**src/rtl/cdt_pkg.sv**
```systemverilog
// Shared definitions for the CDT run-level sequencing logic: state codes and default limits.
package cdt_pkg;

    typedef enum logic [2:0] {
        StIdle    = 3'd0,
        StClr     = 3'd1,
        StWaitLow = 3'd2,
        StArm     = 3'd3,
        StOn      = 3'd4,
        StDrain   = 3'd5
    } state_t;

    localparam int unsigned DEF_CLR_CYCLES = 16;
    localparam int unsigned DEF_MAX_SPILL  = 500000000;
    localparam int unsigned DEF_RO_TIMEOUT = 125000000;
    localparam int unsigned DEF_CNT_W      = 32;

endpackage

```
**src/rtl/sat_counter.sv**
```systemverilog
// Saturating up-counter. Clear with enable loads 1 so a count can restart on the same edge.
module sat_counter #(
    parameter int unsigned CNT_W = 32
) (
    input  logic             clk,
    input  logic             rst,
    input  logic             clr,
    input  logic             en,
    output logic [CNT_W-1:0] count
);

    logic [CNT_W-1:0] count_d;

    always_comb begin
        count_d = count;
        if (clr) begin
            count_d = en ? CNT_W'(1) : '0;
        end else if (en && (count != '1)) begin
            count_d = count + CNT_W'(1);
        end
    end

    always_ff @(posedge clk or posedge rst) begin
        if (rst) begin
            count <= '0;
        end else begin
            count <= count_d;
        end
    end

endmodule

```
**src/rtl/spill_sequencer.sv**
```systemverilog
// Run-level sequencer: resets the live cleaner, gates trigger enable over a spill and
// handshakes the end-of-spill readout with the DAQ.
module spill_sequencer
    import cdt_pkg::*;
#(
    parameter int unsigned CLR_CYCLES = DEF_CLR_CYCLES,
    parameter int unsigned MAX_SPILL  = DEF_MAX_SPILL,
    parameter int unsigned RO_TIMEOUT = DEF_RO_TIMEOUT,
    parameter int unsigned CNT_W      = DEF_CNT_W
) (
    input  logic             clk,
    input  logic             rst,
    input  logic             run_en,
    input  logic             live_clean,
    input  logic             ro_ack,
    output logic             cleaner_rst,
    output logic             trig_en,
    output logic             spill_start,
    output logic             spill_end,
    output logic             ro_req,
    output logic [15:0]      spill_cnt,
    output logic [CNT_W-1:0] spill_len,
    output logic             err_long,
    output logic             err_ro,
    output logic [2:0]       state
);

    localparam logic [CNT_W-1:0] ClrLast = CNT_W'(CLR_CYCLES - 1);
    localparam logic [CNT_W-1:0] MaxLen  = CNT_W'(MAX_SPILL);
    localparam logic [CNT_W-1:0] RoLimit = CNT_W'(RO_TIMEOUT);

    state_t           state_q;
    logic             live_q;
    logic             clr_clr, clr_en, len_clr, len_en, to_clr, to_en;
    logic [CNT_W-1:0] clr_count, len_count, to_count;
    logic             live_rise, on_exit, drain_exit;

    assign live_rise  = live_clean & ~live_q;
    // Live falling takes priority over the length limit so a coincident fall is a normal end.
    assign on_exit    = ~live_clean | (len_count >= MaxLen);
    assign drain_exit = ro_ack | (to_count >= RoLimit);
    assign state      = state_q;

    always_comb begin
        clr_clr = 1'b0;
        clr_en  = 1'b0;
        len_clr = 1'b0;
        len_en  = 1'b0;
        to_clr  = 1'b0;
        to_en   = 1'b0;
        unique case (state_q)
            StIdle:  clr_clr = 1'b1;
            StClr:   clr_en  = 1'b1;
            StArm: begin
                len_clr = 1'b1;
                len_en  = live_rise;
            end
            StOn: begin
                len_en = 1'b1;
                // Holding the timeout counter at 1 makes DRAIN entry start counting from 1.
                to_clr = 1'b1;
                to_en  = 1'b1;
            end
            StDrain: to_en = 1'b1;
            default: ;
        endcase
    end

    sat_counter #(.CNT_W(CNT_W)) u_clr_cnt (
        .clk   (clk),
        .rst   (rst),
        .clr   (clr_clr),
        .en    (clr_en),
        .count (clr_count)
    );

    sat_counter #(.CNT_W(CNT_W)) u_len_cnt (
        .clk   (clk),
        .rst   (rst),
        .clr   (len_clr),
        .en    (len_en),
        .count (len_count)
    );

    sat_counter #(.CNT_W(CNT_W)) u_to_cnt (
        .clk   (clk),
        .rst   (rst),
        .clr   (to_clr),
        .en    (to_en),
        .count (to_count)
    );

    always_ff @(posedge clk or posedge rst) begin
        if (rst) begin
            state_q     <= StIdle;
            live_q      <= 1'b0;
            cleaner_rst <= 1'b0;
            trig_en     <= 1'b0;
            spill_start <= 1'b0;
            spill_end   <= 1'b0;
            ro_req      <= 1'b0;
            spill_cnt   <= '0;
            spill_len   <= '0;
            err_long    <= 1'b0;
            err_ro      <= 1'b0;
        end else begin
            live_q      <= live_clean;
            spill_start <= 1'b0;
            spill_end   <= 1'b0;
            case (state_q)
                StIdle: begin
                    if (run_en) begin
                        state_q     <= StClr;
                        cleaner_rst <= 1'b1;
                        spill_cnt   <= '0;
                        err_long    <= 1'b0;
                        err_ro      <= 1'b0;
                    end
                end
                StClr: begin
                    if (clr_count == ClrLast) begin
                        cleaner_rst <= 1'b0;
                        state_q     <= run_en ? StWaitLow : StIdle;
                    end
                end
                StWaitLow: begin
                    if (!live_clean) begin
                        state_q <= StArm;
                    end
                end
                StArm: begin
                    if (live_rise) begin
                        state_q     <= StOn;
                        spill_start <= 1'b1;
                        trig_en     <= 1'b1;
                    end
                end
                StOn: begin
                    if (on_exit) begin
                        state_q   <= StDrain;
                        trig_en   <= 1'b0;
                        spill_end <= 1'b1;
                        spill_len <= len_count;
                        ro_req    <= 1'b1;
                        if (spill_cnt != 16'hFFFF) begin
                            spill_cnt <= spill_cnt + 16'd1;
                        end
                        if (live_clean) begin
                            err_long <= 1'b1;
                        end
                    end
                end
                StDrain: begin
                    if (drain_exit) begin
                        ro_req  <= 1'b0;
                        state_q <= run_en ? StWaitLow : StIdle;
                        if (!ro_ack) begin
                            err_ro <= 1'b1;
                        end
                    end
                end
                default: begin
                    state_q     <= StIdle;
                    cleaner_rst <= 1'b0;
                    trig_en     <= 1'b0;
                    ro_req      <= 1'b0;
                end
            endcase
        end
    end

endmodule
```
**config.mk**
```make
export PLATFORM = sky130hd
export DESIGN_NAME = spill_sequencer
export DESIGN_NICKNAME = d
export VERILOG_FILES = /design/src/rtl/cdt_pkg.sv /design/src/rtl/sat_counter.sv /design/src/rtl/spill_sequencer.sv
export SDC_FILE = /design/constraint.sdc
export NUM_CORES = 1
export LEC_CHECK = 0
export BUFFER_PORTS_ARGS = -buffer_cell sky130_fd_sc_hd__buf_2
export CORE_UTILIZATION = 43
export DETAILED_ROUTE_END_ITERATION = 12
export PLACE_DENSITY = 0.65
export SLEW_MARGIN = 10
export SYNTH_ARGS = -nofsm -noshare
export SYNTH_HDL_FRONTEND = slang
export SYNTH_HIERARCHICAL = 1
export SYNTH_SLANG_ARGS = --single-unit
```
**constraint.sdc**
```tcl
create_clock -name clk -period 2.83 [get_ports clk]
set_input_delay 0.1415 -clock clk [delete_from_list [all_inputs] [get_ports clk]]
set_output_delay 0.1415 -clock clk [all_outputs]
set_load 0.02 [all_outputs]
```
Word level (Yosys, flattened, before mapping)
Index checks and enable logic that the tools add are counted.

Add/sub/neg operators: 4. Order comparisons: 2. Equal/unequal tests: 19. Mux-type cells: 47. Bitwise operators: 8. Reductions and logical operators: 21.

Operators by type and width (count): 2-to-1 mux 32 bit (6); adder 32 x 1 -> 32 bit (second input constant) (3); inequality test 32 bit (second input constant) (3); 2-to-1 mux 16 bit (3); == test 32 x 4 -> 1 bit (second input constant) (1); >= comparator 32 x 27 -> 1 bit (second input constant) (1); >= comparator 32 x 29 -> 1 bit (second input constant) (1); case mux 16 bit (2 select lines) (1); 2-to-1 mux 1 bit (23); 2-to-1 mux 3 bit (6); inequality test 2 bit (second input constant) (9); case mux 3 bit (6 select lines) (1); adder 16 x 1 -> 16 bit (second input constant) (1); inequality test 16 bit (second input constant) (1); AND reduction 4 bit (3); OR reduction 4 bit (3); nonzero test 2 bit (5); case mux 1 bit (3 select lines) (3); AND reduction 3 bit (3); == test 3 x 2 -> 1 bit (second input constant) (2); == test 3 bit (second input constant) (2); case mux 1 bit (2 select lines) (3); AND reduction 6 bit (1); NOT 1 bit (5); 8 further kinds (11).

Register bits: 155. Bits of input ports: 5. Output and inout bits: 58.

Longest topological paths before layout
Gate-level depths: netlist (run 1).

Word-level depth: 6. Depth in mapped cells: 13. Mapped depth without buffers: 10.

Hierarchy
Netlist (run 1), hierarchy kept.

Modules (own cells, without submodules): sat_counter (instances 3, cells an instance 203, area each 1808.0 µm², seq. area each 800.8 µm²); spill_sequencer (instances 1, cells an instance 275, area each 2991.6 µm², seq. area each 1476.4 µm²).

Worst setup path after synthesis (run 1)
Ideal clock, no wire load.

Kind: flip-flop to flip-flop. Start: register state_q[2], in the netlist state[2]. End: register u_len_cnt.count[30]. Data arrival time: 2.884 ns. Required time: 2.752 ns. Path slack: -0.132 ns. Cell stages (with the launch flop): 12. Path buffers: 4. Cell sequence: dfrtp_1 clkbuf_1 nand2_1 clkbuf_1 nand2_1 clkbuf_1 nand3_1 or4_1 a211o_1 buf_2 or3_1 a21oi_1.

Cells in the longest elaborated chain, start to end: 4. Elaborated cells on any way between the ends: 7.

Ends and longest elaborated chain: start: declaration (line spill_sequencer.sv:32) `state_t state_q;`; start signal: assignment (line spill_sequencer.sv:95) `state_q <= StIdle;`; start signal: assignment (line spill_sequencer.sv:113) `state_q <= StClr;`; start signal: assignment (line spill_sequencer.sv:123) `state_q <= run_en ? StWaitLow : StIdle;`; == test 3 bit or == test 3 x 2 -> 1 bit (tied branches) (line spill_sequencer.sv:51) `unique case (state_q)`; case mux 1 bit (2 select lines) * (line spill_sequencer.sv:51); via len_en (line spill_sequencer.sv:34) `logic clr_clr, clr_en, len_clr, len_en, to_clr, to_en;`; logical AND 1 bit * (line sat_counter.sv:18) `end else if (en && (count != '1)) begin`; nonzero test 2 bit (no line) *; end signal: assignment (line sat_counter.sv:27) `count <= count_d;`; end: declaration (line sat_counter.sv:9) `output logic [CNT_W-1:0] count`.

The timed path passes the listed nets; every way through them passes the cells marked *. A chain may end at the register's enable or synchronous reset.

Final worst setup path (run 1)
Start: register u_len_cnt.count[30]. End: register spill_cnt[14].

Cells in the longest elaborated chain, start to end: 4.

Ends and longest elaborated chain: >= comparator 32 x 29 -> 1 bit (line spill_sequencer.sv:40) `assign on_exit = ~live_clean | (len_count >= MaxLen);`; bitwise OR 1 bit (line spill_sequencer.sv:40); inequality test 2 bit (no line); AND reduction 4 bit (no line); end signal: assignment (line spill_sequencer.sv:146) `spill_cnt <= spill_cnt + 16'd1;`; end: declaration (line spill_sequencer.sv:21) `output logic [15:0] spill_cnt,`.

Every way passes these cells.

==> impl_metrics.prom, run 1 <==
# TYPE chip_impl_metric gauge
chip_impl_info{name="outcome",value="completed"} 1
chip_impl_info{name="setup_repair_after_global_routing_missed_its_margin",value="false"} 1
chip_impl_metric{name="worst-r2r-cell-count",unit=""} 7
chip_impl_metric{name="worst_pin_slew",unit="ps"} 945.0
chip_impl_metric{name="max_slew_margin",unit=""} 0.3691
chip_impl_metric{name="die_area",unit="mm^2"} 0.02013
chip_impl_metric{name="flow.area_growth_from_synthesis",unit="%"} 16.37
chip_impl_metric{name="antenna_found_initial",unit=""} 0
chip_impl_metric{name="ir_drop",unit="uV"} 437.4
chip_impl_metric{name="finish.net_count",unit=""} 969
chip_impl_metric{name="finalWorstPathRequiredPeriod",unit="ps"} 2573
chip_impl_metric{name="maxCapViolations",unit=""} 0
chip_impl_metric{name="ff2ff_setup_slack",unit="ps"} 260
chip_impl_metric{name="cts_max_level",unit=""} 4
chip_impl_metric{name="critPathMaxFanout",unit=""} 15
chip_impl_metric{name="p_leak",unit="uW"} 0.004149
chip_impl_info{name="tritoncts_clock_tree",value="built"} 1
chip_impl_info{name="critPathCaptureType",value="flop"} 1
chip_impl_metric{name="grt_start_max_net_pins",unit=""} 44
chip_impl_metric{name="rows",unit=""} 50
chip_impl_info{name="yosys_most_used_dff",value="dfrtp_1"} 1
chip_impl_metric{name="starting_density",unit=""} 0.4440
chip_impl_metric{name="synth-warning-count",unit=""} 6
chip_impl_info{name="layout_common_cells",value="155 x dfrtp_1, 81 x a21oi_1, 62 x buf_2"} 1
chip_impl_metric{name="grt_pass1_vias",unit=""} 6888
chip_impl_metric{name="p_total",unit="uW"} 6257
chip_impl_metric{name="vias",unit=""} 7362
chip_impl_metric{name="detail_route.iter0.violations",unit=""} 597
chip_impl_info{name="crit_startpoint",value="u_len_cnt/count[30]"} 1
chip_impl_metric{name="post_drt_wl_per_cell",unit="um"} 16.83
chip_impl_metric{name="synthesis.area_per_instance",unit="um^2"} 9.520
chip_impl_metric{name="layout.cell_area.non_filler",unit="mm^2"} 0.009793
chip_impl_metric{name="critPathBufInv",unit=""} 1
chip_impl_info{name="hold_end",value="err_ro"} 1
chip_impl_metric{name="finalHoldViolCount",unit=""} 0
chip_impl_metric{name="final_antenna_net_count",unit=""} 0
chip_impl_metric{name="grt_overflow",unit=""} 0
chip_impl_metric{name="min_period_over_period",unit=""} 0.9093
chip_impl_metric{name="grt_first_pass_wirelength",unit="um"} 35090
chip_impl_metric{name="coreArea",unit="mm^2"} 0.01896
chip_impl_metric{name="power.density",unit="mW/mm^2"} 638.9
chip_impl_metric{name="drtPass1Iterations",unit=""} 5
chip_impl_info{name="critical_path.reg2reg.endpoint",value="spill_cnt[14]"} 1
chip_impl_metric{name="cts_made_buffers",unit=""} 17
chip_impl_metric{name="grt.met2_usage",unit=""} 0.3321
chip_impl_metric{name="critPathArrivalTime",unit="ps"} 2880
chip_impl_info{name="cts.root.buffer_cell",value="clkbuf_16"} 1
chip_impl_metric{name="fin_util",unit=""} 0.5166
chip_impl_metric{name="critPathRequiredTime",unit="ps"} 3140
chip_impl_metric{name="post-dp-hpwl",unit="um"} 14060
chip_impl_metric{name="use_met3",unit=""} 0.04421
chip_impl_metric{name="die-width",unit="um"} 141.9
chip_impl_metric{name="chipHeight",unit="um"} 141.9
chip_impl_metric{name="achievable-frequency",unit="MHz"} 388.6
chip_impl_metric{name="totalWireLength",unit="um"} 20650
chip_impl_metric{name="route.detailed.vias_per_inst",unit=""} 6.000
chip_impl_metric{name="use_met1",unit=""} 0.3139
chip_impl_info{name="timing.critical_path.mode_cell",value="or3_1"} 1
chip_impl_metric{name="synth.ff_latch_count",unit=""} 155
chip_impl_metric{name="final.setup_skew",unit="ps"} 7.544
chip_impl_metric{name="post_synth_instance_area",unit="mm^2"} 0.008416
chip_impl_info{name="timing_worst_setup_path_type",value="reg -> reg"} 1
chip_impl_metric{name="io_buffers",unit=""} 62
chip_impl_info{name="timing.critical_path.cells",value="or3_1 > a2111oi_1 > nor2_1 > a21o_1 > or3_1 > buf_4 > o41ai_1"} 1
chip_impl_metric{name="grt_usage",unit=""} 0.2183
chip_impl_metric{name="syn-instance-count",unit=""} 884
chip_impl_info{name="slowest_stage",value="a2111oi_1"} 1
chip_impl_metric{name="synth_sequential_area_ratio",unit=""} 0.4609
chip_impl_info{name="layout_commonest_cell",value="dfrtp_1"} 1
chip_impl_metric{name="antenna-diode-count",unit=""} 0
chip_impl_metric{name="final.setup.tns",unit="ps"} 0
chip_impl_metric{name="setup_viol",unit=""} 0
chip_impl_metric{name="placedInstanceArea",unit="mm^2"} 0.009161
chip_impl_metric{name="design.portCount",unit=""} 63
chip_impl_metric{name="ys_types",unit=""} 54
chip_impl_info{name="busiest_layer",value="met2"} 1
chip_impl_metric{name="min_path_cells",unit=""} 4
chip_impl_metric{name="tritoncts_num_sinks",unit=""} 155
chip_impl_metric{name="post-route-drc-count",unit=""} 0
chip_impl_metric{name="async_flop_share",unit=""} 1.000
chip_impl_metric{name="drive_above_1_share",unit=""} 0.2089
chip_impl_info{name="setup.worst_path.start_class",value="flop"} 1
chip_impl_metric{name="cts-root-to-sink-buffers",unit=""} 2
chip_impl_info{name="worstReg2RegStart",value="u_len_cnt/count[30]"} 1
chip_impl_info{name="worst_path_dominant_cell_family",value="compound AO/OA/AOI/OAI gates"} 1
chip_impl_metric{name="synth.net_count",unit=""} 897
chip_impl_metric{name="maxSlewViolCount",unit=""} 0
chip_impl_metric{name="synth_enable_flop_cells",unit=""} 0
chip_impl_info{name="worst_hold_startpoint",value="ro_ack"} 1
chip_impl_metric{name="gp_routability_congestion",unit=""} 0.8471
chip_impl_metric{name="longest_individual_stage_delay_on_the_worst_path",unit="ps"} 450
chip_impl_metric{name="clk_pin_slew",unit="ps"} 60
chip_impl_info{name="hp-class",value="in -> reg"} 1
chip_impl_metric{name="clk_latency",unit="ps"} 430
## sequential cells by signal, summed over array words and instances, names as in the netlist
name,cells
u_clr_cnt/count,32
cleaner_rst,1
live_q,1
err_long,1
state,3
spill_end,1
spill_cnt,16
err_ro,1
spill_start,1
spill_len,32
u_to_cnt/count,32
ro_req,1
u_len_cnt/count,32
trig_en,1
## how the worst max path moves through the flow
stage / endpoint / cells past startpoint
floorplan: u_len_cnt/count[30] / 12
finish: spill_cnt[14] / 7
detailed placement: spill_cnt[14] / 7
CTS: spill_cnt[14] / 7
global placement: spill_cnt[9] / 7
global route: u_len_cnt/count[30] / 9
## tightest hold or removal path: stages
cell and delay (ps):
buf_2 100, nor4bb_1 60, a21oi_1 180, a21oi_1 60
## power breakdown
part           leakage, uW  internal, uW  switching (uW)
logic              0.00171           474             871
clock network     0.000298          1490             902
registers          0.00214          2380             144
total              0.00415          4340            1920
## layout make-up
class	instances	area [um^2]
multi-input combinational	652	4233
clock buffer	18	439.2
timing repair buffer	105	650.6
clock inverter	12	172.7
sequential	155	3879
fill	1711	9163
tap	260	325.3
inverter	25	93.84
## kinds of logic (layout without fill, tap and decap cells)
| family | Yosys count | in the layout | synth area share |
|---|---|---|---|
| AOI/OAI and AO/OA | 241 | 241 | 0.1808 |
| xor gates and xnor gates | 6 | 6 | 0.006244 |
| adders and majority gates | 8 | 8 | 0.01189 |
| buffers and inverters | 77 | 160 | 0.03806 |
| DFF | 155 | 155 | 0.4609 |
| muxes | 40 | 40 | 0.05352 |
| and+or+nand+nor | 357 | 357 | 0.2486 |
## metal layers
layer  wire, um  share of wire  up-vias
met4        324          0.016        0
met3        836          0.040       26
met1       9941           0.48     3613
li1           -              -     3555
met5          0              0        -
met2       9542           0.46      168
## what timing repair did
action                                  4_1_cts  5_1_grt
hold buffers                                  2        0
endpoints found under the setup margin        0        0
resized for setup                             0        0
buffers inserted                              0        0
endpoints found under the hold margin        81        0
## through the flow
step	worst slack [ps]	hold WS, ps	cells
2_1_floorplan	4.351	172.9	884
3_3_place_gp	353.9	272.0	1195
6_report	256.8	159.5	1227
5_1_grt	89.51	191.6	1227
4_1_cts	248.4	153.4	1227
3_5_place_dp	264.0	283.8	1195
## synth_stat cells, types with 2 or more instances
| cell type | count | share of area |
|---|---|---|
| clkbuf_1 | 38 | 0.017 |
| nor3_1 | 16 | 0.0095 |
| a21o_1 | 8 | 0.0071 |
| a2111oi_0 | 3 | 0.0031 |
| a311oi_1 | 3 | 0.0031 |
| and2_1 | 5 | 0.0037 |
| nor2b_1 | 8 | 0.0059 |
| or4b_2 | 3 | 0.0036 |
| or2_2 | 3 | 0.0022 |
| ha_1 | 8 | 0.012 |
| o31ai_1 | 40 | 0.036 |
| nand3_1 | 47 | 0.028 |
| nor4b_2 | 3 | 0.0054 |
| a21boi_0 | 2 | 0.0018 |
| a21oi_1 | 82 | 0.049 |
| mux2_2 | 39 | 0.052 |
| a41o_1 | 3 | 0.0036 |
| a31oi_1 | 4 | 0.0030 |
| inv_1 | 24 | 0.011 |
| o21ai_0 | 60 | 0.036 |
| o21ba_2 | 3 | 0.0036 |
| o31ai_2 | 7 | 0.010 |
| o211ai_1 | 3 | 0.0027 |
| buf_2 | 10 | 0.0059 |
| o41ai_1 | 4 | 0.0042 |
| a211oi_1 | 3 | 0.0027 |
| o21ai_1 | 3 | 0.0018 |
| buf_4 | 3 | 0.0027 |
| nand4_1 | 39 | 0.029 |
| nor2_1 | 44 | 0.020 |
| or4_1 | 38 | 0.034 |
| a211o_1 | 6 | 0.0062 |
| xor2_1 | 6 | 0.0062 |
| nor4_1 | 19 | 0.014 |
| nand4_2 | 3 | 0.0045 |
| and4_1 | 14 | 0.015 |
| or4_4 | 3 | 0.0040 |
| nand2_1 | 48 | 0.021 |
| or3_1 | 48 | 0.036 |
| and3_1 | 4 | 0.0030 |
| nand2b_1 | 8 | 0.0059 |
| dfrtp_1 | 155 | 0.46 |
| o31a_1 | 3 | 0.0031 |
Power figures use the tool's default switching activity.
==> run 2, diff against run 1 <==
Settings changed: PLACE_DENSITY 0.65 to 0.63, SKIP_CTS_REPAIR_TIMING set to 1.
==> run 2 against run 1 <==
Against the previous run:
- sequential power about the same
- worst hold slack improved by 16 ps
- sequential share of layout area about the same
- clock power decreased by 8%
- fmax increased by 0.72%
- largest cell class unchanged
- critical path depth unchanged
==> impl_metrics.prom, run 2 (synthesis results as in run 1) <==
# TYPE chip_impl_metric gauge
chip_impl_info{name="outcome",value="completed"} 1
chip_impl_metric{name="critPathMaxFanout",unit=""} 15
chip_impl_metric{name="critPathRequiredTime",unit="ps"} 3150
chip_impl_metric{name="finalWorstPathRequiredPeriod",unit="ps"} 2555
chip_impl_info{name="layout_commonest_cell",value="dfrtp_1"} 1
chip_impl_metric{name="comb_power_share",unit=""} 0.223
chip_impl_metric{name="setup_viol",unit=""} 0
chip_impl_metric{name="grt_start_max_net_pins",unit=""} 44
chip_impl_metric{name="clk_pin_slew",unit="ps"} 70
chip_impl_info{name="layout_common_cells",value="155 x dfrtp_1, 81 x a21oi_1, 62 x buf_2"} 1
chip_impl_info{name="worst_setup_path_endpoint",value="spill_cnt[14]"} 1
chip_impl_metric{name="maxCapViolations",unit=""} 0
chip_impl_metric{name="p_leak",unit="uW"} 0.004154
chip_impl_metric{name="io_buffers",unit=""} 62
chip_impl_metric{name="antenna-diode-count",unit=""} 0
chip_impl_metric{name="post-dp-hpwl",unit="um"} 14030
chip_impl_metric{name="route.detailed.vias_per_inst",unit=""} 5.985
chip_impl_info{name="cts.root.buffer_cell",value="clkbuf_16"} 1
chip_impl_metric{name="cts_made_buffers",unit=""} 17
chip_impl_metric{name="worst_pin_slew",unit="ps"} 887.3
chip_impl_metric{name="ir_drop",unit="uV"} 397.0
chip_impl_info{name="worstReg2RegStart",value="u_len_cnt/count[30]"} 1
chip_impl_metric{name="flow.area_growth_from_synthesis",unit="%"} 16.28
chip_impl_metric{name="drtPass1Iterations",unit=""} 6
chip_impl_metric{name="die_area",unit="mm^2"} 0.02013
chip_impl_metric{name="vias",unit=""} 7386
chip_impl_metric{name="post_drt_wl_per_cell",unit="um"} 16.79
chip_impl_metric{name="totalWireLength",unit="um"} 20710
chip_impl_metric{name="clockPowerShare",unit=""} 0.363
chip_impl_metric{name="power_switching_share",unit=""} 0.3290
chip_impl_metric{name="power_report.internal_total",unit="uW"} 4086
chip_impl_metric{name="maxSlewViolCount",unit=""} 0
chip_impl_info{name="worst_hold_startpoint",value="ro_ack"} 1
chip_impl_metric{name="final.setup_skew",unit="ps"} 10.50
chip_impl_metric{name="finish.net_count",unit=""} 974
chip_impl_metric{name="grt_pass1_vias",unit=""} 6951
chip_impl_metric{name="chipHeight",unit="um"} 141.9
chip_impl_metric{name="max_slew_margin",unit=""} 0.4076
chip_impl_metric{name="final.setup.tns",unit="ps"} 0
chip_impl_metric{name="design.portCount",unit=""} 63
chip_impl_metric{name="fin_hold_ws",unit="ps"} 175.6
chip_impl_metric{name="die-width",unit="um"} 141.9
chip_impl_metric{name="gp_routability_congestion",unit=""} 0.8595
chip_impl_metric{name="critPathArrivalTime",unit="ps"} 2870
chip_impl_info{name="critPathCaptureType",value="flop"} 1
chip_impl_metric{name="tritoncts_num_sinks",unit=""} 155
chip_impl_metric{name="cts_max_level",unit=""} 4
chip_impl_metric{name="cts-root-to-sink-buffers",unit=""} 2
chip_impl_metric{name="coreArea",unit="mm^2"} 0.01896
chip_impl_metric{name="grt_first_pass_wirelength",unit="um"} 35460
chip_impl_metric{name="net-switching-power",unit="uW"} 2004
chip_impl_metric{name="detail_route.iter0.violations",unit=""} 503
chip_impl_metric{name="grt_usage",unit=""} 0.2196
chip_impl_metric{name="ff2ff_setup_slack",unit="ps"} 280
chip_impl_info{name="setup_repair_after_global_routing_missed_its_margin",value="false"} 1
chip_impl_metric{name="worst-r2r-cell-count",unit=""} 7
chip_impl_metric{name="rows",unit=""} 50
chip_impl_info{name="timing_worst_setup_path_type",value="reg -> reg"} 1
chip_impl_info{name="hp-class",value="in -> reg"} 1
chip_impl_metric{name="power.density",unit="mW/mm^2"} 622.3
chip_impl_metric{name="starting_density",unit=""} 0.4440
chip_impl_metric{name="grt_overflow",unit=""} 0
chip_impl_metric{name="min_path_cells",unit=""} 4
chip_impl_info{name="critical_path.reg2reg.endpoint",value="spill_cnt[14]"} 1
chip_impl_metric{name="antenna_found_initial",unit=""} 0
chip_impl_metric{name="clk_latency",unit="ps"} 430
chip_impl_metric{name="min_period_over_period",unit=""} 0.9028
chip_impl_info{name="setup.worst_path.start_class",value="flop"} 1
chip_impl_metric{name="power.share.sequential",unit=""} 0.414
chip_impl_metric{name="post-route-drc-count",unit=""} 0
chip_impl_metric{name="final_antenna_net_count",unit=""} 0
chip_impl_info{name="crit_startpoint",value="u_len_cnt/count[30]"} 1
chip_impl_metric{name="drive_above_1_share",unit=""} 0.2146
chip_impl_metric{name="finalHoldViolCount",unit=""} 0
chip_impl_metric{name="achievable-frequency",unit="MHz"} 391.4
chip_impl_info{name="tritoncts_clock_tree",value="built"} 1
[run 2: critical path, stage by stage, from the launching register on]
cell,delay (ps)
dfrtp_1,370
or3_1,390
a2111oi_1,480
nor2_1,110
a21o_1,220
or3_1,350
buf_4,210
o41ai_1,310
[run 2: metrics by stage]
| step | util | instance area (um^2) | setup WS [ps] | total power (uW) | std cells |
|---|---|---|---|---|---|
| after floorplan | - | 8419 | 4.351 | 3467 | 884 |
| after CTS | 0.5152 | 9766 | 244.4 | 6151 | 1232 |
| after detailed placement | 0.4853 | 9199 | 258.0 | 3924 | 1200 |
| final | 0.5162 | 9786 | 275.2 | 6089 | 1234 |
| after global placement | 0.4853 | 9199 | 351.6 | 3911 | 1200 |
| after global routing | 0.5162 | 9786 | 100.5 | 6420 | 1234 |
[run 2: area by class of cell]
class | count | area [um^2]
inverter | 25 | 93.84
fill | 1784 | 9170
tap | 260 | 325.3
multi-input combinational | 652 | 4233
clock inverter | 15 | 141.4
clock buffer | 17 | 425.4
timing repair buffer | 110 | 688.2
sequential | 155 | 3879
[run 2: layer usage]
metal | global-route usage | up-vias | routed length, um
met3 | 0.03375 | 22 | 728
met1 | 0.3130 | 3638 | 10260
li1 | - | 3548 | -
met5 | 0 | - | 0
met2 | 0.3370 | 178 | 9403
met4 | 0.08149 | 0 | 321
[run 2: power by group through the flow]
stage | Sequential, uW | Clock (uW) | Combinational [uW]
after detailed placement | 2560 | 0 | 1360
after global routing | 2550 | 2360 | 1510
after global placement | 2560 | 0 | 1350
after CTS | 2520 | 2260 | 1370
after floorplan | 2660 | 0 | 807
final | 2520 | 2210 | 1360
[run 2: worst min-delay path by stage]
stage	to	slack [ps]
after floorplan	live_q	170
after global placement	u_len_cnt/count[20]	320
after detailed placement	u_to_cnt/count[0]	320
after CTS	u_len_cnt/count[21]	-140
after global routing	err_ro	170
final	err_ro	180
==> run 3, diff against run 2 <==
Settings changed: ABC_AREA set to 1, PLACE_DENSITY 0.63 to 0.62.
==> run 3 against run 2 <==
Against the previous run:
- non-clock buffer count shrank 30
- sequential cell count is the same
- count of clock-buffer cells in the layout grew 2
==> impl_metrics.prom, run 3 <==
# TYPE chip_impl_metric gauge
chip_impl_info{name="synth_top_area_cell",value="dfrtp_1"} 1
chip_impl_info{name="netlist_top_cells_count",value="625 x nand2_1, 215 x nor2_1, 155 x dfrtp_1"} 1
chip_impl_metric{name="achievable-frequency",unit="MHz"} 412.8
chip_impl_metric{name="synth_sequential_area_ratio",unit=""} 0.3820
chip_impl_info{name="setup.worst_path.start_class",value="flop"} 1
chip_impl_metric{name="ys_types",unit=""} 40
chip_impl_metric{name="synthesis.area_per_instance",unit="um^2"} 6.645
chip_impl_metric{name="clk_pin_slew",unit="ps"} 60
chip_impl_info{name="outcome",value="completed"} 1
chip_impl_info{name="worstReg2RegStart",value="u_len_cnt/count[28]"} 1
chip_impl_metric{name="worst_pin_slew",unit="ps"} 681.8
chip_impl_info{name="crit_startpoint",value="u_len_cnt/count[28]"} 1
chip_impl_metric{name="yosys.area_share.adder",unit=""} 0.009858
chip_impl_metric{name="antenna-diode-count",unit=""} 0
chip_impl_metric{name="detail_route.iter0.violations",unit=""} 771
chip_impl_metric{name="die-width",unit="um"} 155.7
chip_impl_metric{name="syn-instance-count",unit=""} 1528
chip_impl_metric{name="post_synth_instance_area",unit="mm^2"} 0.01015
chip_impl_metric{name="power.density",unit="mW/mm^2"} 612.9
chip_impl_metric{name="io_buffers",unit=""} 62
chip_impl_metric{name="longest_individual_stage_delay_on_the_worst_path",unit="ps"} 460
chip_impl_metric{name="fin_hold_ws",unit="ps"} 133.2
chip_impl_info{name="largest_family_of_logic_cells_by_synthesized_area",value="simple AND/OR/NAND/NOR gates"} 1
chip_impl_info{name="critPathCaptureType",value="flop"} 1
chip_impl_metric{name="final.setup_skew",unit="ps"} 12.90
chip_impl_metric{name="route.detailed.vias_per_inst",unit=""} 5.045
chip_impl_info{name="tritoncts_clock_tree",value="built"} 1
chip_impl_metric{name="min_period_over_period",unit=""} 0.8560
chip_impl_metric{name="drtPass1Iterations",unit=""} 5
chip_impl_metric{name="vias",unit=""} 9682
chip_impl_metric{name="post-route-drc-count",unit=""} 0
chip_impl_metric{name="synth_xor_area_frac",unit=""} 0.01121
chip_impl_metric{name="max_slew_margin",unit=""} 0.5438
chip_impl_metric{name="finalWorstPathRequiredPeriod",unit="ps"} 2423
chip_impl_metric{name="maxCapViolations",unit=""} 0
chip_impl_metric{name="post_drt_wl_per_cell",unit="um"} 14.20
chip_impl_metric{name="coreArea",unit="mm^2"} 0.02292
chip_impl_metric{name="die_area",unit="mm^2"} 0.02423
chip_impl_metric{name="finalHoldViolCount",unit=""} 0
chip_impl_metric{name="p_leak",unit="uW"} 0.005601
chip_impl_metric{name="cts_max_level",unit=""} 4
chip_impl_metric{name="placedInstanceArea",unit="mm^2"} 0.01071
chip_impl_metric{name="rows",unit=""} 55
chip_impl_metric{name="critPathArrivalTime",unit="ps"} 2740
chip_impl_metric{name="synth.ff_latch_count",unit=""} 155
chip_impl_info{name="setup_repair_after_global_routing_missed_its_margin",value="false"} 1
chip_impl_metric{name="clk_latency",unit="ps"} 430
chip_impl_metric{name="antenna_found_initial",unit=""} 0
chip_impl_info{name="layout_common_cells",value="625 x nand2_1, 215 x nor2_1, 155 x dfrtp_1"} 1
chip_impl_metric{name="setup_viol",unit=""} 0
chip_impl_info{name="timing.critical_path.mode_cell",value="nand2_1"} 1
chip_impl_info{name="synth_area_leaders",value="dfrtp_1 38%, nand2_1 23%, nor2_1 7.9%"} 1
chip_impl_metric{name="cts_made_buffers",unit=""} 17
chip_impl_metric{name="ir_drop",unit="uV"} 354.5
chip_impl_metric{name="synth-compound-area-share",unit=""} 0.06272
chip_impl_metric{name="gp_routability_congestion",unit=""} 0.8842
chip_impl_metric{name="final.setup.tns",unit="ps"} 0
chip_impl_metric{name="starting_density",unit=""} 0.4431
chip_impl_metric{name="final_antenna_net_count",unit=""} 0
chip_impl_info{name="timing_worst_setup_path_type",value="reg -> reg"} 1
chip_impl_metric{name="post_synth_mux_area_share",unit=""} 0
chip_impl_metric{name="post_synth_and_or_nand_nor_area_fraction",unit=""} 0.4527
chip_impl_metric{name="chipHeight",unit="um"} 155.7
chip_impl_metric{name="design.portCount",unit=""} 63
chip_impl_metric{name="layout.cell_area.non_filler",unit="mm^2"} 0.01139
chip_impl_metric{name="drive_above_1_share",unit=""} 0.1258
chip_impl_metric{name="flow.area_growth_from_synthesis",unit="%"} 12.21
chip_impl_metric{name="totalWireLength",unit="um"} 27250
chip_impl_info{name="worst_hold_startpoint",value="run_en"} 1
chip_impl_metric{name="final-instance-count-excl-fill",unit=""} 1919
chip_impl_info{name="slowest_stage",value="dfrtp_1"} 1
chip_impl_info{name="timing.critical_path.cells",value="inv_1 > nor2_1 > nand3_1 > nor2_1 > nor2_4 > nand3_4 > nand2_1 > nor2_1 > inv_1 > nand2_1 > nand2_4 > nand2_4 > clkinv_4 > nand2_1 > nand2_1"} 1
chip_impl_metric{name="tritoncts_num_sinks",unit=""} 155
chip_impl_metric{name="maxSlewViolCount",unit=""} 0
chip_impl_metric{name="grt_start_max_net_pins",unit=""} 39
chip_impl_metric{name="filler_cell_count",unit=""} 2308
chip_impl_metric{name="synth_enable_flop_cells",unit=""} 0
chip_impl_metric{name="grt_usage",unit=""} 0.2352
chip_impl_info{name="cts.root.buffer_cell",value="clkbuf_16"} 1
chip_impl_metric{name="finish.net_count",unit=""} 1607
chip_impl_metric{name="synth_largest_type_area_fraction",unit=""} 0.3820
chip_impl_metric{name="grt_overflow",unit=""} 0
chip_impl_metric{name="grt_pass1_vias",unit=""} 8993
chip_impl_metric{name="cts-root-to-sink-buffers",unit=""} 2
chip_impl_metric{name="post-dp-hpwl",unit="um"} 19150
chip_impl_info{name="layout_commonest_cell",value="nand2_1"} 1
chip_impl_info{name="yosys_most_used_dff",value="dfrtp_1"} 1
chip_impl_metric{name="place_inst",unit=""} 1886
chip_impl_metric{name="critPathRequiredTime",unit="ps"} 3150
chip_impl_metric{name="grt_first_pass_wirelength",unit="um"} 45340
chip_impl_metric{name="synth-warning-count",unit=""} 6
chip_impl_metric{name="synth.net_count",unit=""} 1541
chip_impl_metric{name="critPathMaxFanout",unit=""} 25
chip_impl_info{name="most_common_cell_in_the_netlist",value="nand2_1"} 1
chip_impl_metric{name="async_flop_share",unit=""} 1.000
chip_impl_info{name="hp-class",value="in -> reg"} 1
run 3: cell count changes in the layout (fill, tap and decap cells not counted), moves of 38 or more:
cell	before	now
o31ai_1	40	0
nand3_1	47	103
nor2_1	44	215
or3_1	48	0
mux2_2	39	0
inv_1	23	134
nand2_1	48	625
or4_1	38	0
a21oi_1	81	14
run 3: final cells by class:
| class | count | area (um^2) | share of cell area |
|---|---|---|---|
| timing repair buffer | 80 | 450.4 | 0.03953 |
| sequential | 155 | 3879 | 0.3404 |
| multi-input combinational | 1195 | 5448 | 0.4781 |
| inverter | 145 | 561.8 | 0.04931 |
| clock inverter | 12 | 220.2 | 0.01933 |
| tap | 313 | 391.6 | 0.03437 |
| clock buffer | 19 | 442.9 | 0.03888 |
run 3: final timing paths:
kind | endpoint | slack (ps) | cells past startpoint
setup / recovery | u_len_cnt/count[17] | 410 | 15
hold / removal | state[1] | 130 | 5
setup reg to reg | u_len_cnt/count[17] | 410 | 15
hold reg to reg | spill_len[20] | 470 | 2
max in group asynchronous | spill_len[30] | 1800 | 4
min in group asynchronous | spill_len[20] | 350 | 3
run 3: power by group:
| part | internal [uW] | switching [uW] |
|---|---|---|
| registers | 2340 | 165 |
| clock network | 1670 | 964 |
| logic | 447 | 1390 |
run 3: logic make-up (layout without fill, tap and decap cells):
group,count (synthesis),count (layout)
and+or+nand+nor,1068,1068
buffers and inverters,178,256
DFF,155,155
AOI/OAI and AO/OA,106,106
xor gates and xnor gates,13,13
adders and majority gates,8,8
run 3: worst max-delay path, delay by kind of cell (launching register included):
kind / cells / cell delay [ps]
flip-flops: 1 / 460
buffers and inverters: 3 / 390
AND/OR/NAND/NOR: 12 / 1470
run 3: per-layer routing:
metal | GRT usage | vias to the layer above | routed length [um]
li1 | - | 4936 | -
met5 | 0 | - | 0
met2 | 0.3652 | 241 | 12120
met4 | 0.07937 | 0 | 464
met1 | 0.3353 | 4471 | 13390
met3 | 0.03306 | 34 | 1277
run 3: through the flow:
| step | power (uW) | setup WS [ps] | utilization |
|---|---|---|---|
| 2_1_floorplan | 4006 | 685.9 | - |
| 3_3_place_gp | 4378 | 533.3 | 0.4674 |
| 3_5_place_dp | 4386 | 437.5 | 0.4674 |
| 4_1_cts | 7045 | 413.3 | 0.4963 |
| 5_1_grt | 7324 | 74.10 | 0.4972 |
| 6_report | 6982 | 407.5 | 0.4972 |
